File: src/rtl/lsu_port.sv
// Single-outstanding load/store port: aligns, lane-shifts and extends accesses.
// Optional BUSY watchdog enabled by defining LSU_TIMEOUT_EN.
module lsu_port #(
  parameter int TIMEOUT_CYCLES = 255
) (
  input  logic        clk,
  input  logic        rst,
  input  logic        req_valid,
  output logic        req_ready,
  input  logic        req_wen,
  input  logic [1:0]  req_size,
  input  logic        req_unsigned,
  input  logic [63:0] req_addr,
  input  logic [63:0] req_wdata,
  output logic        resp_valid,
  input  logic        resp_ready,
  output logic [63:0] resp_rdata,
  output logic        resp_err,
  output logic        mem_ena,
  output logic        mem_wen,
  output logic [3:0]  mem_mask,
  output logic [63:0] mem_addr,
  output logic [63:0] mem_wdata,
  input  logic [63:0] mem_rdata,
  input  logic        mem_ack
);

  typedef enum logic [1:0] {IDLE, BUSY, RESP} state_t;

  state_t      state, state_nxt;
  logic        wen_q, uns_q;
  logic [1:0]  size_q;
  logic [63:0] addr_q, wdata_q;
  logic        mis, expired, busy;
  logic [5:0]  shift;
  logic [63:0] rd_sh, ld;
  logic [3:0]  mask;

  assign busy  = (state == BUSY);
  assign shift = {addr_q[2:0], 3'b000};
  assign rd_sh = mem_rdata >> shift;

  always_comb begin
    mis = 1'b0;
    unique case (req_size)
      2'd1:    mis = req_addr[0];
      2'd2:    mis = |req_addr[1:0];
      2'd3:    mis = |req_addr[2:0];
      default: mis = 1'b0;
    endcase
  end

  always_comb begin
    ld   = rd_sh;
    mask = 4'b0001;
    unique case (size_q)
      2'd0: begin
        mask = 4'b1000;
        ld   = {{56{rd_sh[7] & ~uns_q}}, rd_sh[7:0]};
      end
      2'd1: begin
        mask = 4'b0100;
        ld   = {{48{rd_sh[15] & ~uns_q}}, rd_sh[15:0]};
      end
      2'd2: begin
        mask = 4'b0010;
        ld   = {{32{rd_sh[31] & ~uns_q}}, rd_sh[31:0]};
      end
      default: begin
        mask = 4'b0001;
        ld   = rd_sh;
      end
    endcase
  end

`ifdef LSU_TIMEOUT_EN
  logic [31:0] cnt;

  always_ff @(posedge clk or posedge rst) begin
    if (rst)       cnt <= '0;
    else if (busy) cnt <= cnt + 32'd1;
    else           cnt <= '0;
  end

  assign expired = busy && (cnt == 32'(TIMEOUT_CYCLES - 1));
`else
  assign expired = 1'b0;
`endif

  always_comb begin
    state_nxt = state;
    unique case (state)
      IDLE:    if (req_valid) state_nxt = mis ? RESP : BUSY;
      BUSY:    if (mem_ack || expired) state_nxt = RESP;
      RESP:    if (resp_ready) state_nxt = IDLE;
      default: state_nxt = IDLE;
    endcase
  end

  always_ff @(posedge clk or posedge rst) begin
    if (rst) begin
      state      <= IDLE;
      wen_q      <= 1'b0;
      uns_q      <= 1'b0;
      size_q     <= 2'd0;
      addr_q     <= '0;
      wdata_q    <= '0;
      resp_rdata <= '0;
      resp_err   <= 1'b0;
    end else begin
      state <= state_nxt;
      if (state == IDLE && req_valid) begin
        wen_q      <= req_wen;
        uns_q      <= req_unsigned;
        size_q     <= req_size;
        addr_q     <= req_addr;
        wdata_q    <= req_wdata;
        resp_rdata <= '0;
        resp_err   <= mis;
      end else if (busy && mem_ack) begin
        resp_rdata <= wen_q ? 64'd0 : ld;
        resp_err   <= 1'b0;
      end else if (expired) begin
        resp_rdata <= '0;
        resp_err   <= 1'b1;
      end
    end
  end

  assign req_ready  = (state == IDLE);
  assign resp_valid = (state == RESP);
  assign mem_ena    = busy;
  assign mem_wen    = busy & wen_q;
  assign mem_mask   = busy ? mask : 4'b0000;
  assign mem_addr   = addr_q;
  assign mem_wdata  = busy ? (wdata_q << shift) : 64'd0;

endmodule
File: config.mk
export PLATFORM = sky130hd
export DESIGN_NAME = lsu_port
export DESIGN_NICKNAME = d
export VERILOG_FILES = /design/src/rtl/lsu_port.sv
export SDC_FILE = /design/constraint.sdc
export NUM_CORES = 1
export LEC_CHECK = 0
export ABC_AREA = 1
export BUFFER_PORTS_ARGS = -buffer_cell sky130_fd_sc_hd__buf_2
export CELL_PAD_IN_SITES_DETAIL_PLACEMENT = 1
export CELL_PAD_IN_SITES_GLOBAL_PLACEMENT = 2
export CORE_ASPECT_RATIO = 1.4
export CORE_MARGIN = 5
export CORE_UTILIZATION = 28
export CTS_BUF_LIST = sky130_fd_sc_hd__clkbuf_8 sky130_fd_sc_hd__clkbuf_16
export DETAILED_ROUTE_END_ITERATION = 16
export PLACE_DENSITY_LB_ADDON = 0.1
export SETUP_SLACK_MARGIN = 0.3
export SYNTH_ARGS = -nofsm -noshare
export SYNTH_HDL_FRONTEND = slang
export SYNTH_SLANG_ARGS = --single-unit
File: constraint.sdc
create_clock -name clk -period 9.5 [get_ports clk]
set_clock_uncertainty 0.15 [all_clocks]
set_input_delay 1.9 -clock clk [delete_from_list [all_inputs] [get_ports clk]]
set_output_delay 1.9 -clock clk [all_outputs]
set_load 0.03 [all_outputs]
-- Yosys cells after proc, flatten, opt, wreduce, memory -nomap -nowiden
Index checks and enable logic that the tools add are counted.
- output and inout bits: 201
- bits in latches: 0
- logic and storage cells: 48
- bits in read-only memories: 0
- register bits: 199
- bits in writable memories: 0
- memories: 0
- muxes and demuxes: 15
- reduce and logical (&&, ||, !) cells: 8
- div/mod/pow operators: 0
- bitwise operators: 5
- $lt $le $gt $ge: 0
- equality and inequality tests: 10
- add/subtract/negate cells: 0
- $mul: 0
- shift operators: 2
- operators with widths (kind ; number):
    2-to-1 mux 64 bit ; 4
    case mux 64 bit (3 select lines) ; 1
    left shift 64 x 6 -> 64 bit ; 1
    right shift 64 x 6 -> 64 bit ; 1
    case mux 4 bit (3 select lines) ; 1
    equality test 2 bit (second input constant) ; 4
    2-to-1 mux 2 bit ; 4
    equality test 2 x 1 -> 1 bit (second input constant) ; 3
    case mux 2 bit (3 select lines) ; 1
    AND 1 bit ; 4
    logical NOT 2 bit ; 2
    2-to-1 mux 4 bit ; 1
    != test 2 bit (second input constant) ; 2
    case mux 1 bit (3 select lines) ; 1
    AND reduction 3 bit ; 1
    OR reduction 3 bit ; 1
    logical AND 1 bit ; 2
    2-to-1 mux 1 bit ; 2
    != test 2 x 1 -> 1 bit (second input constant) ; 1
    nonzero test 2 bit ; 1
    OR reduction 2 bit ; 1
    NOT 1 bit ; 1

-- Logic depth before layout (Yosys ltp)
- depth in word-level cells: 6
- depth in mapped cells: 12
- gate-level depth less buffers: 9

-- Worst setup path after synthesis
OpenSTA, ideal clock, no wires.
- kind: flip-flop to output port
- start point: register addr_q[1] (netlist: mem_addr[1])
- end point: output port mem_wdata[40]
- cell stages (with the launch flop): 7
- path slack: 5470 ps
- required time: 7450 ps
- arrival time: 1980 ps
- cell sequence: dfrtp_1 > inv_2 > buf_2 > buf_2 > buf_2 > nand2_1 > o21ai_0
- longest elaborated chain between the ends: 2
- ends and longest elaborated chain (element ; RTL line ; text):
    start: declaration ; 33 ; logic [63:0] addr_q, wdata_q;
    start signal: assignment ; 116 ; addr_q <= req_addr;
    left shift 64 x 6 -> 64 bit ; 136 ; assign mem_wdata = busy ? (wdata_q << shift) : 64'd0;
    2-to-1 mux 64 bit ; 136 ;
    end: declaration ; 23 ; output logic [63:0] mem_wdata,
Every way passes these cells.

-- Worst setup path after layout
- start point: register addr_q[0] (netlist: mem_addr[0])
- end point: output port mem_wdata[38]
Same word-level chain as after synthesis.

==> impl_metrics.toml <==
[clock_tree]
root_buffer = "clkbuf_16"
cts_made_buffers = 17
ctsHtreeMaxLevel = 4
clockBufferDepth = 2
clk_pin_slew_ps = 90
clock_latency_ps = 460
cts_setup_buffers = 0
cts_tree = "yes"
numClockSinks = 199
postCtsHoldBufs = 0
cts_resized = 0

[logic_synthesis]
syn_area_sq_um = 11500
ys_warn_count = 0
synth-xor-area-share_pct = 0
syn_nets = 1657
syn_area_per_cell_sq_um = 7.93
synthTopCellsByCount = "497 x nand2_1, 199 x dfrtp_1, 129 x nand3_1"
yosys.area.top_type = "dfrtp_1"
synth.top_cell.area_share_pct = 43.1
muxShareOfSynthArea_pct = 13.0
synth_top_family_by_area = "simple AND/OR/NAND/NOR gates"
synth-simple-area-share_pct = 25.5
ys_types = 33
synth_seq_area_share_pct = 43.1
synthMostInstantiatedCell = "nand2_1"
synth_seq_cells = 199
syn_inst = 1456
synth-async-reset-ratio_pct = 100
ys_top_cells_by_area = "dfrtp_1 43%, nand2_1 16%, mux2_2 12%"
synth-edff-count = 0
synth-compound-area-share_pct = 11.4
ys.flop_type = "dfrtp_1"
synth-adder-area-share_pct = 0

[layout]
final_nets = 1977
final_util_pct = 35.1
final_area_sq_um = 14400
drive_gt1_share_pct = 32.8
area_growth_pct = 24.7
fillCellCount = 5101

[min_path]
hold_end = "resp_rdata[29]"
min_from = "resp_rdata[29]"
hold_depth = 2
worst_hold_path_type = "flop to flop"

[worst_setup_path]
cp-end-kind = "output pin"
r2r_end = "resp_rdata[54]"
startpoint_type = "flop"
cp_data_arrival_time_ps = 3030
path_class = "flop to output pin"
rrSetupSlack_ps = 5580
worstPathRequired_ps = 7450
reg2reg_from = "mem_addr[1]"
cp_max_fo = 58
max_stage_delay_ps = 610
ff2ff_path_depth = 8
crit_slowest_cell = "buf_4"
crit_chain = "clkinv_2 -> buf_4 -> nand3_1 -> o22ai_1 -> buf_2"

[die]
die_width_microns = 182
initial_core_util_pct = 28.1
ios = 402
core_sq_um = 41100
die_y_microns = 250
std_cell_rows = 88
dieArea_sq_um = 45500

[status]
status = "complete, no violations"

[global_routing]
grt_overflow = 0
grtUsageTotal_pct = 22.0
grt_pass1_wl_microns = 76700
grt_max_degree = 138
antenna_found_initial = 18
grt_pass1_vias = 12500

[sta]
maxClockFrequency_ghz = 0.197
maxSlewViolCount = 0
setup_violations = 0
period_needed_ps = 5080
tns_ps = 0
period_share_pct = 53.4
rsz0062_at_grt = "false"
tightest_slew_ps = 1040
hold_ws_ps = 328
setup_slack_ps = 4420
hold_viol_final = 0
relSlewSlack_pct = 30.5

[power]
ir_worst_vdd_mv = 0.152
p_int_mw = 2.46
p_sw_share_pct = 53.0
p_switching_mw = 2.78
p_per_area_nw_per_um2 = 364
leakagePower_nw = 7.60
p_comb_share_pct = 56.4
p_seq_share_pct = 28.3
power_frac_clock_pct = 15.3

[detailed_routing]
via_per_inst = 4.92
wire_per_inst_microns = 21.7
routed_wl_microns = 50800
drt.antenna.violating_nets = 0
remaining_drc_errors = 0
num_vias = 11500
drt_iter0_drc = 502
drtPass1Iterations = 4

[flow_run]
drv_cap = 0

[place]
dpl.hpwl_microns = 38600
place_congestion = 0.818
placed_area_sq_um = 13700
dp_slack_ps = 4970
io_buffers = 401
[registers in the layout, indices dropped and copies added, names as in the netlist]
| signal | flops |
|---|---|
| mem_addr | 64 |
| resp_err | 1 |
| resp_rdata | 64 |
| size_q | 2 |
| state | 2 |
| uns_q | 1 |
| wdata_q | 64 |
| wen_q | 1 |
[cell type report]
cell class / count / area (sq um) / share of cell area, %
clock buffer: 17 / 425 / 2.95
timing repair buffer: 415 / 2110 / 14.7
antenna: 9 / 22.5 / 0.156
sequential: 199 / 4990 / 34.6
tap: 540 / 676 / 4.69
multi-input combinational: 1093 / 5770 / 40.1
clock inverter: 15 / 208 / 1.44
inverter: 50 / 199 / 1.38
[power by group through the flow]
stage	sequential (mW)	clock [mW]	combinational, mW
2_1_floorplan	1.76	0	1.81
3_3_place_gp	1.49	0	2.98
3_5_place_dp	1.51	0	3.00
4_1_cts	1.49	0.831	3.01
5_1_grt	1.53	0.860	3.24
6_report	1.48	0.800	2.95
[metal layers]
layer	global-route usage (%)	vias to the layer above	wire length, microns
met2	39.4	296	26400
li1	-	5492	-
met3	6.25	73	3090
met1	24.2	5622	19200
met4	8.99	18	2000
met5	0	-	117
[kinds of logic after synthesis]
group,after synthesis
DFF,199
AOI/OAI and AO/OA,243
buffers and inverters,164
muxes,135
and+or+nand+nor,715
[how the worst max path moves through the flow]
stage	startpoint	endpoint	slack, ps	cells past startpoint
2_1_floorplan	rst	mem_addr[0]	2020	1
3_3_place_gp	mem_addr[0]	mem_wdata[38]	4970	5
3_5_place_dp	mem_addr[0]	mem_wdata[49]	4970	7
4_1_cts	mem_addr[0]	mem_wdata[49]	4430	7
5_1_grt	mem_addr[0]	mem_wdata[49]	4280	7
6_report	mem_addr[0]	mem_wdata[38]	4420	5
[stage by stage]
stage                     std cells  power [mW]
after floorplan                1456        3.56
after global placement         2297        4.47
after detailed placement       2297        4.51
after CTS                      2329        5.33
after global routing           2332        5.63
final                          2338        5.23
[layout by cell type (no fill, tap or decap), types with 9 or more instances in the layout]
master and instances:
a21oi_1 61, buf_2 401, buf_4 14, clkbuf_16 17, dfrtp_1 197, diode_2 9
inv_1 42, mux2_2 118, mux2i_1 17, nand2_1 495, nand3_1 129, nor2_1 65
o211ai_1 22, o21ai_0 76, o21ai_1 52, o22ai_1 27
[critical path: cells and delay by family, from the launching register on]
kind,cells,cell delay (ps)
DFF,1,480
buffers and inverters,3,1310
and+or+nand+nor,1,290
AOI/OAI and AO/OA,1,390
(Power assumes the default switching activity.)
